**config.mk**
```make
export PLATFORM = sky130hd
export DESIGN_NAME = magic_button_ctrl
export DESIGN_NICKNAME = d
export VERILOG_FILES = /design/src/rtl/common.sv /design/src/rtl/debounce.sv /design/src/rtl/magic_button_ctrl.sv
export SDC_FILE = /design/constraint.sdc
export NUM_CORES = 1
export LEC_CHECK = 0
export BUFFER_PORTS_ARGS = -buffer_cell sky130_fd_sc_hd__buf_2
export CAP_MARGIN = 20
export CORE_MARGIN = 3
export CORE_UTILIZATION = 60
export CTS_CLUSTER_SIZE = 8
export DETAILED_ROUTE_END_ITERATION = 12
export PLACE_DENSITY = 0.8
export SYNTH_ARGS = -nofsm -noshare
export SYNTH_HDL_FRONTEND = slang
export SYNTH_SLANG_ARGS = --single-unit
```
**constraint.sdc**
```tcl
create_clock -name clk28 -period 2.2 [get_ports clk28]
set_input_delay 0.44 -clock clk28 [delete_from_list [all_inputs] [get_ports clk28]]
set_output_delay 0.44 -clock clk28 [all_outputs]
set_load 0.02 [all_outputs]
```
**src/rtl/common.sv**
```systemverilog
// common: shared FSM encoding and default cycle constants for the magic key path
package common;

   typedef enum logic [1:0] {
      MB_IDLE,
      MB_REQ,
      MB_HOLD
   } magic_btn_state_t;

   localparam int MAGIC_DEBOUNCE_CYC = 560000;
   localparam int MAGIC_LONG_CYC     = 56000000;
   localparam int MAGIC_TIMEOUT_CYC  = 2800000;

endpackage

```
**src/rtl/debounce.sv**
```systemverilog
// debounce: 2-FF synchroniser plus stability counter for an asynchronous panel key
module debounce #(
   parameter int   CYC  = 4,
   parameter logic IDLE = 1'b1
) (
   input  logic clk28,
   input  logic rst,
   input  logic in,
   output logic out,
   output logic rise,
   output logic fall
);

   localparam int CW = $clog2(CYC + 1);

   logic          s1, s2, flip;
   logic [CW-1:0] cnt;

   assign flip = (s2 != out) && (cnt == CW'(CYC - 1));

   // synchronise, then flip the stable level once the sample has differed for CYC cycles
   always_ff @(posedge clk28) begin
      if (rst) begin
         s1   <= IDLE;
         s2   <= IDLE;
         out  <= IDLE;
         cnt  <= '0;
         rise <= 1'b0;
         fall <= 1'b0;
      end else begin
         s1   <= in;
         s2   <= s1;
         cnt  <= (s2 == out || flip) ? '0 : cnt + 1'b1;
         out  <= flip ? ~out : out;
         rise <= flip && !out;
         fall <= flip && out;
      end
   end

endmodule

```
**src/rtl/magic_button_ctrl.sv**
```systemverilog
// magic_button_ctrl: debounced MAGIC key to level request with ack/timeout and long-press reboot (MAGIC_KBD_HOTKEY_EN adds the keyboard hotkey source)
module magic_button_ctrl
   import common::*;
#(
   parameter int DEBOUNCE_CYC = MAGIC_DEBOUNCE_CYC,
   parameter int LONG_CYC     = MAGIC_LONG_CYC,
   parameter int TIMEOUT_CYC  = MAGIC_TIMEOUT_CYC
) (
   input  logic clk28,
   input  logic rst,
   input  logic button_n,
   input  logic kbd_magic,
   input  logic magic_mode,
   output logic magic_button,
   output logic reboot_req,
   output logic btn_pressed,
   output logic req_timeout
);

   localparam int GUARD = DEBOUNCE_CYC + 2;
   localparam int GW    = $clog2(GUARD + 1);
   localparam int TW    = $clog2(TIMEOUT_CYC + 1);
   localparam int LW    = $clog2(LONG_CYC + 1);

   magic_btn_state_t state, nstate;
   logic              key_lvl, press_ev, unused_rise;
   logic              armed, req_ev, expire;
   logic [GW-1:0]     guard;
   logic [TW-1:0]     tcnt;
   logic [LW-1:0]     lcnt;

   debounce #(.CYC(DEBOUNCE_CYC), .IDLE(1'b1)) u_key (
      .clk28 (clk28),
      .rst   (rst),
      .in    (button_n),
      .out   (key_lvl),
      .rise  (unused_rise),
      .fall  (press_ev)
   );

   assign btn_pressed  = ~key_lvl;
   assign magic_button = (state == MB_REQ);

`ifdef MAGIC_KBD_HOTKEY_EN
   assign req_ev = (press_ev && armed) || kbd_magic;
`else
   logic unused_kbd;
   assign unused_kbd = kbd_magic;
   assign req_ev     = press_ev && armed;
`endif

   // a key held through reset reaches the stable state only after GUARD cycles; arm only if released by then
   always_ff @(posedge clk28) begin
      if (rst) begin
         guard <= '0;
         armed <= 1'b0;
      end else begin
         guard <= (guard == GW'(GUARD)) ? guard : guard + 1'b1;
         armed <= armed | (guard == GW'(GUARD) && !btn_pressed);
      end
   end

   // request FSM next state; expire flags a timeout that lost no race against the acknowledge
   always_comb begin
      nstate = state;
      expire = 1'b0;
      case (state)
         MB_IDLE: nstate = (req_ev && !magic_mode) ? MB_REQ : MB_IDLE;
         MB_REQ: begin
            if (magic_mode) nstate = MB_HOLD;
            else if (tcnt == TW'(TIMEOUT_CYC - 1)) begin
               nstate = MB_IDLE;
               expire = 1'b1;
            end
         end
         MB_HOLD: nstate = btn_pressed ? MB_HOLD : MB_IDLE;
         default: nstate = MB_IDLE;
      endcase
   end

   // state, timeout counter (zero outside REQ, so cleared on entry) and sticky timeout flag
   always_ff @(posedge clk28) begin
      if (rst) begin
         state       <= MB_IDLE;
         tcnt        <= '0;
         req_timeout <= 1'b0;
      end else begin
         state       <= nstate;
         tcnt        <= (state == MB_REQ) ? tcnt + 1'b1 : '0;
         req_timeout <= req_timeout | expire;
      end
   end

   // long-press counter saturates at LONG_CYC so the reboot pulse fires once per press
   always_ff @(posedge clk28) begin
      if (rst) begin
         lcnt       <= '0;
         reboot_req <= 1'b0;
      end else begin
         lcnt       <= !btn_pressed ? '0 : (lcnt == LW'(LONG_CYC)) ? lcnt : lcnt + 1'b1;
         reboot_req <= btn_pressed && (lcnt == LW'(LONG_CYC - 1));
      end
   end

endmodule

```
==> results of run 1 <==
## per-layer routing
layer | vias up | global-route usage [%] | wire length (µm)
met3 | 10 | 5.50 | 285
met5 | - | 0 | 0
met4 | 0 | 6.68 | 89
li1 | 1904 | - | -
met2 | 53 | 35.3 | 4010
met1 | 1736 | 27.0 | 4060
## cells in the mapped netlist, types with 4 or more instances
library cell / number / area share [%]
a21oi_1: 26 / 2.9
mux2i_1: 4 / 0.90
nand4_1: 22 / 3.1
or4_1: 14 / 2.4
a31o_2: 4 / 0.79
nor4_1: 21 / 3.0
or2_2: 4 / 0.56
inv_1: 17 / 1.4
and4_1: 5 / 0.98
o21ai_0: 10 / 1.1
nand2_1: 33 / 2.8
dfxtp_1: 97 / 44
xor2_1: 15 / 3.0
or3_1: 8 / 1.1
nand3_1: 32 / 3.6
o31ai_1: 8 / 1.3
nor3_1: 16 / 1.8
nor4b_1: 5 / 0.98
xnor2_1: 34 / 6.7
nor2_1: 77 / 6.5
and3_1: 14 / 2.0
clkbuf_1: 11 / 0.93
ha_1: 6 / 1.7
## worst min-delay path by stage
stage / start / cells after the start / end / slack (ns)
final: button_n / 2 / u_key.s1$_SDFF_PP1_ / 0.26
after global routing: button_n / 2 / u_key.s1$_SDFF_PP1_ / 0.25
after CTS: button_n / 2 / u_key.s1$_SDFF_PP1_ / 0.25
after detailed placement: u_key.s1$_SDFF_PP1_ / 1 / u_key.s2$_SDFF_PP1_ / 0.42
after global placement: u_key.s1$_SDFF_PP1_ / 1 / u_key.s2$_SDFF_PP1_ / 0.41
after floorplan: u_key.s1$_SDFF_PP1_ / 1 / u_key.s2$_SDFF_PP1_ / 0.39
## logic make-up after synthesis
kind of cell	share of synthesized area, %
AND/OR/NAND/NOR	31.9
flip-flops	43.6
AO/OA/AOI/OAI	8.77
XOR/XNOR	9.64
buffers and inverters	2.67
multiplexers	1.66
adder cells (fa/ha/maj)	1.69
## area by class of cell
type,instances,share of cell area [%]
multi-input combinational,390,49.3
clock inverter,6,1.34
tap,96,2.48
inverter,17,1.32
clock buffer,10,2.84
sequential,97,40.1
timing repair buffer,19,2.58
## worst reg2reg max path, stage by stage, from the launching register on
cell and delay [ns]:
dfxtp_1 0.39, ha_1 0.23, nand3_1 0.17, or4_1 0.68, or3_1 0.40, a21oi_1 0.13
## sequential cells by signal, summed over array words and instances, names as in the netlist, 2 cells and up
name and cells:
tcnt 22, guard 20, lcnt 26, u_key.cnt 20, state 2
## power groups by stage
stage	Sequential, W	Combinational [W]	Clock, W
2_1_floorplan	0.00181	0.0000293	0
3_3_place_gp	0.00181	0.0000381	0
3_5_place_dp	0.00181	0.0000404	0
4_1_cts	0.00177	0.0000408	0.00121
5_1_grt	0.00177	0.0000458	0.00128
6_report	0.00177	0.0000402	0.00118
## per-stage QoR
stage / instance area (µm²) / setup WS (ns) / instances
2_1_floorplan: 4450 / 0.366 / 518
3_3_place_gp: 4640 / 0.247 / 619
3_5_place_dp: 4640 / 0.179 / 619
4_1_cts: 4840 / 0.140 / 635
5_1_grt: 4840 / 0.0622 / 635
6_report: 4840 / 0.136 / 635
==> results by group, run 1 <==
STA
  • Setup TNS: 0 ns
  • Minimum clock period: 2.06 ns
  • Final Hold Fails: 0
  • Max_slew headroom: 63.4%
  • RSZ-0062 raised after global routing: false
  • Max-slew violations: 0
  • Slew @ Worst Pin: 0.545 ns
  • Setup violators final: 0
  • Final period util: 93.8%
  • Hold Slack: 0.264 ns
  • Clock Skew: 0.00868 ns
  • Fmax: 0.484 GHz

Setup path
  • Worst reg2reg endpoint: tcnt[16]$_SDFF_PP0_
  • WP depth: 5
  • Critical path class: flip-flop to flip-flop
  • Delay of the slowest cell on the worst path: 0.68 ns
  • Slowest CP cell: or4_1
  • Reg2Reg Depth: 5
  • Critical path's top delay family: simple AND/OR/NAND/NOR gates
  • Startpoint types: flip-flop
  • Crit path to: tcnt[16]$_SDFF_PP0_
  • Critical path capture point type: flip-flop
  • Buf/Inv on CP: 0
  • CP Cell Sequence: ha_1 -> nand3_1 -> or4_1 -> or3_1 -> a21oi_1
  • Critical path origin: tcnt[0]$_SDFF_PP0_
  • Critical Path AT: 2.35 ns
  • Worst R2R Start: tcnt[0]$_SDFF_PP0_
  • CP required: 2.49 ns
  • Critical-path maximum fanout: 7
  • R2R Setup Slk: 0.14 ns

CTS
  • Total CTS buffers: 9
  • Setup Buffers After CTS: 0
  • Clock Path Buffers: 2
  • CTS tree: yes
  • Post-cts resize count: 0
  • Clk Latency, worst-skew pair: 0.36 ns
  • Post-CTS Hold Buffers: 0
  • CTS root buffer: clkbuf_8
  • Clock tree sinks: 97
  • CTS H-tree depth: 3
  • Worst-path clk slew: 0.10 ns

Floorplanning
  • Die Span Y: 92.1 µm
  • Core footprint: 6980 µm²
  • Io pins: 9
  • Die area: 8490 µm²
  • Die X: 92.1 µm
  • Initial Util: 63.7%
  • # rows: 30

Routing
  • Drt drc: 0
  • Drt via density: 5.83
  • Drt wl/cell: 13.3 µm
  • Drt first pass iters: 7
  • Final antenna-violating net count: 0
  • Vias: 3703
  • 1st-iter DRT viols: 173
  • Drt total wl: 8450 µm

Cells and area
  • Commonest cells after routing, fill and taps aside: 97 x dfxtp_1, 77 x nor2_1, 34 x xnor2_1, 33 x nand2_1, 32 x nand3_1
  • Share of cells above drive strength 1: 9.46%
  • Fin nets: 545
  • Final core utilization: 69.4%
  • Syn-to-layout area delta: 8.83%
  • Most common cell after layout, fill and taps aside: dfxtp_1
  • Multi-input logic area: 2390 µm²
  • Fillcell total: 616
  • Ant. Diodes: 0
  • Register area: 1940 µm²

Synth
  • Async set or reset register ratio after synthesis: 0%
  • EDFF count, synth: 0
  • Synthesized netlist cell count: 518
  • Seq cells post-synth: 97
  • Sequential cell area fraction in the yosys report: 43.6%
  • Syn. warnings: 0
  • Syn Std Cell Area: 4450 µm²
  • Post-Syn Nets: 529
  • Synthesized area per cell: 8.59 µm²
  • Synth Flop Type: dfxtp_1
  • Yosys cell types: 47

GRT
  • Total gr overflow: 0
  • Largest net degree at the start of global routing: 26
  • Global-route wire length before repair: 15000 µm
  • Initial antenna violation count: 0
  • Vias in the first global route: 3450
  • Total GRT Usage: 21.3%

Placed design
  • Routability cong.: 0.825
  • DPL Wire Length: 6010 µm
  • Number of port buffers: 7

Power and ir drop
  • PnR Total Power: 0.00299 W
  • P_int: 0.00234 W
  • Power Density: 618 nW/µm²
  • Maximum vdd ir drop: 401 µV
  • Sw Ratio: 21.9%
  • Leakage: 1.51 nW
  • Clk pwr share: 39.6%
  • Seq pwr share: 59.1%
  • Psw: 0.000655 W
  • Comb power frac: 1.3%

Run
  • MaxCap Viol Count: 0

Status
  • Run status: finished, final reports clean

Min path
  • Hold crit path type: input port to flip-flop
Power figures use the tool's default switching activity.
==> run 2, diff against run 1 <==
--- a/config.mk
+++ b/config.mk
@@ -8,10 +8,10 @@
 export BUFFER_PORTS_ARGS = -buffer_cell sky130_fd_sc_hd__buf_2
 export CAP_MARGIN = 20
 export CORE_MARGIN = 3
-export CORE_UTILIZATION = 60
+export CORE_UTILIZATION = 56
 export CTS_CLUSTER_SIZE = 8
 export DETAILED_ROUTE_END_ITERATION = 12
-export PLACE_DENSITY = 0.8
+export PLACE_DENSITY = 0.78
 export SYNTH_ARGS = -nofsm -noshare
 export SYNTH_HDL_FRONTEND = slang
 export SYNTH_SLANG_ARGS = --single-unit
==> constraint.sdc (replaced) <==
create_clock -name clk28 -period 1.7 [get_ports clk28]
set_input_delay 0.34 -clock clk28 [delete_from_list [all_inputs] [get_ports clk28]]
set_output_delay 0.34 -clock clk28 [all_outputs]
set_load 0.02 [all_outputs]
==> run 2 against run 1 <==
  * The run now ends with negative setup slack left
  * First-iteration DRC count rose by 5.8%
  * Clock skew barely moved
  * Register-to-register slack got worse by 0.20 ns
  * Sequential share of layout area fell by 4.2 points
  * Die area rose by 6.7%
  * Final area rose by 13%
  * Largest cell class unchanged
  * Critical path type unchanged
  * Non-clock buffer count rose by 55
  * Clock power rose by 21%
  * Sequential power rose by 29%
  * Sequential cell count did not move
  * Wire length rose by 20%
  * Critical endpoint is now lcnt[2]$_SDFFE_PP0P_
  * Largest power group unchanged
==> results by group, run 2 (synthesis results as in run 1) <==
Status
  • Run status: complete, but fails checks
  • Failing checks: negative setup slack

Cells and area
  • Final Cell Area: 5470 µm²
  • Syn-to-layout area delta: 23.0%
  • Fin nets: 600
  • Biggest register: lcnt
  • Top flop regs: lcnt x26, tcnt x22
  • Ant. Diodes: 0
  • Share of cells above drive strength 1: 25.4%
  • Most common cell after layout, fill and taps aside: dfxtp_1
  • Largest register FFs: 26
  • Commonest cells after routing, fill and taps aside: 82 x dfxtp_1, 76 x nor2_1, 66 x buf_4, 34 x xnor2_1, 32 x nand2_1

STA
  • Slew @ Worst Pin: 0.379 ns
  • Max_slew headroom: 74.4%
  • Setup violators final: 3
  • RSZ-0062 raised after global routing: true
  • Clock Skew: 0.00890 ns
  • Final Hold Fails: 0
  • Final period util: 104%
  • Fmax: 0.567 GHz
  • Max-slew violations: 0
  • Hold Slack: 0.149 ns
  • Final WS setup: -0.0638 ns
  • Minimum clock period: 1.76 ns

Setup path
  • Startpoint types: flip-flop
  • Critical path capture point type: flip-flop
  • Critical path class: flip-flop to flip-flop
  • Critical-path maximum fanout: 4
  • Critical Path AT: 2.02 ns
  • Delay of the slowest cell on the worst path: 0.46 ns
  • CP Cell Sequence: inv_4 -> ha_4 -> or4b_4 -> or3_4 -> o211ai_1 -> a21oi_1
  • CP required: 1.96 ns
  • Slowest CP cell: or4b_4

Power and ir drop
  • Maximum vdd ir drop: 512 µV
  • Leakage: 1.85 nW
  • Power Density: 690 nW/µm²
  • PnR Total Power: 0.00378 W

Floorplanning
  • Core footprint: 7490 µm²
  • # rows: 31
  • Die X: 95.1 µm
  • Io pins: 9
  • Die area: 9050 µm²
  • Initial Util: 59.5%
  • Die Span Y: 95.1 µm

Routing
  • Vias: 4061
  • Drt drc: 0
  • Drt via density: 5.86
  • Drt wl/cell: 14.6 µm
  • 1st-iter DRT viols: 183
  • Drt first pass iters: 4
  • Final antenna-violating net count: 0
  • Drt total wl: 10100 µm

CTS
  • Clk Latency, worst-skew pair: 0.37 ns
  • Clock Path Buffers: 2
  • CTS root buffer: clkbuf_8
  • Post-CTS Hold Buffers: 0
  • CTS tree: yes
  • CTS H-tree depth: 3
  • Total CTS buffers: 9
  • Worst-path clk slew: 0.09 ns
  • Clock tree sinks: 97

Placed design
  • Placed cell area: 5060 µm²
  • Routability cong.: 0.841
  • DPL Wire Length: 6800 µm
  • Number of port buffers: 7

Min path
  • Hold crit path type: input port to flip-flop

GRT
  • Total GRT Usage: 23.1%
  • Total gr overflow: 0
  • Global-route wire length before repair: 16900 µm
  • Initial antenna violation count: 0
  • Vias in the first global route: 3888
  • Largest net degree at the start of global routing: 22

Run
  • MaxCap Viol Count: 0
-- run 2: metal layers --
layer / vias up / global-route usage, % / wire (µm)
li1: 2012 / - / -
met1: 1934 / 27.9 / 4440
met2: 86 / 39.4 / 5080
met3: 29 / 5.84 / 383
met4: 0 / 8.65 / 243
met5: - / 0 / 0
-- run 2: report_power, final --
part | internal [W] | total (W) | switching (W) | leakage, nW
clock | 0.000620 | 0.00143 | 0.000813 | 0.0924
sequential | 0.00228 | 0.00229 | 0.00000827 | 0.790
combinational | 0.0000258 | 0.0000590 | 0.0000331 | 0.967
-- run 2: final timing paths --
kind	start	endpoint	slack (ns)	cells after the start
min	button_n	u_key.s1$_SDFF_PP1_	0.15	2
max	lcnt[0]$_SDFFE_PP0P_	lcnt[2]$_SDFFE_PP0P_	-0.06	6
max reg2reg	lcnt[0]$_SDFFE_PP0P_	lcnt[2]$_SDFFE_PP0P_	-0.06	6
min reg2reg	u_key.s1$_SDFF_PP1_	u_key.s2$_SDFF_PP1_	0.46	1
-- run 2: stage by stage --
step                util (%)  std cells  worst slack [ns]  setup TNS (ns)
global placement        67.5        672           -0.0426         -0.0756
finish                  73.1        693           -0.0638          -0.124
detailed placement      67.5        672            -0.103          -0.526
global route            73.1        693            -0.112          -0.562
CTS                     71.2        691           -0.0482         -0.0808
floorplan                  -        518        -0.0000253      -0.0000253
-- run 2: layout make-up --
class,count,area (µm²)
Timing Repair Buffer,74,551
Sequential cell,97,1960
Tap cell,99,124
Multi-Input combinational cell,390,2580
Clock inverter,5,37.5
Clock buffer,11,151
Inverter,17,66.3
Fill cell,541,2010
-- run 2: what timing repair did --
item                       in CTS  in global routing
pin swaps                       5                  4
setup buffers                   3                  2
setup endpoints to repair      17                 48
resized for setup              17                 37
-- run 2: critical path, delay by kind of cell, from the launching register on --
family	cells	cell delay (ns)
buffers and inverters	1	0.06
adders and majority gates	1	0.11
and+or+nand+nor	2	0.86
DFF	1	0.38
AOI/OAI and AO/OA	2	0.26
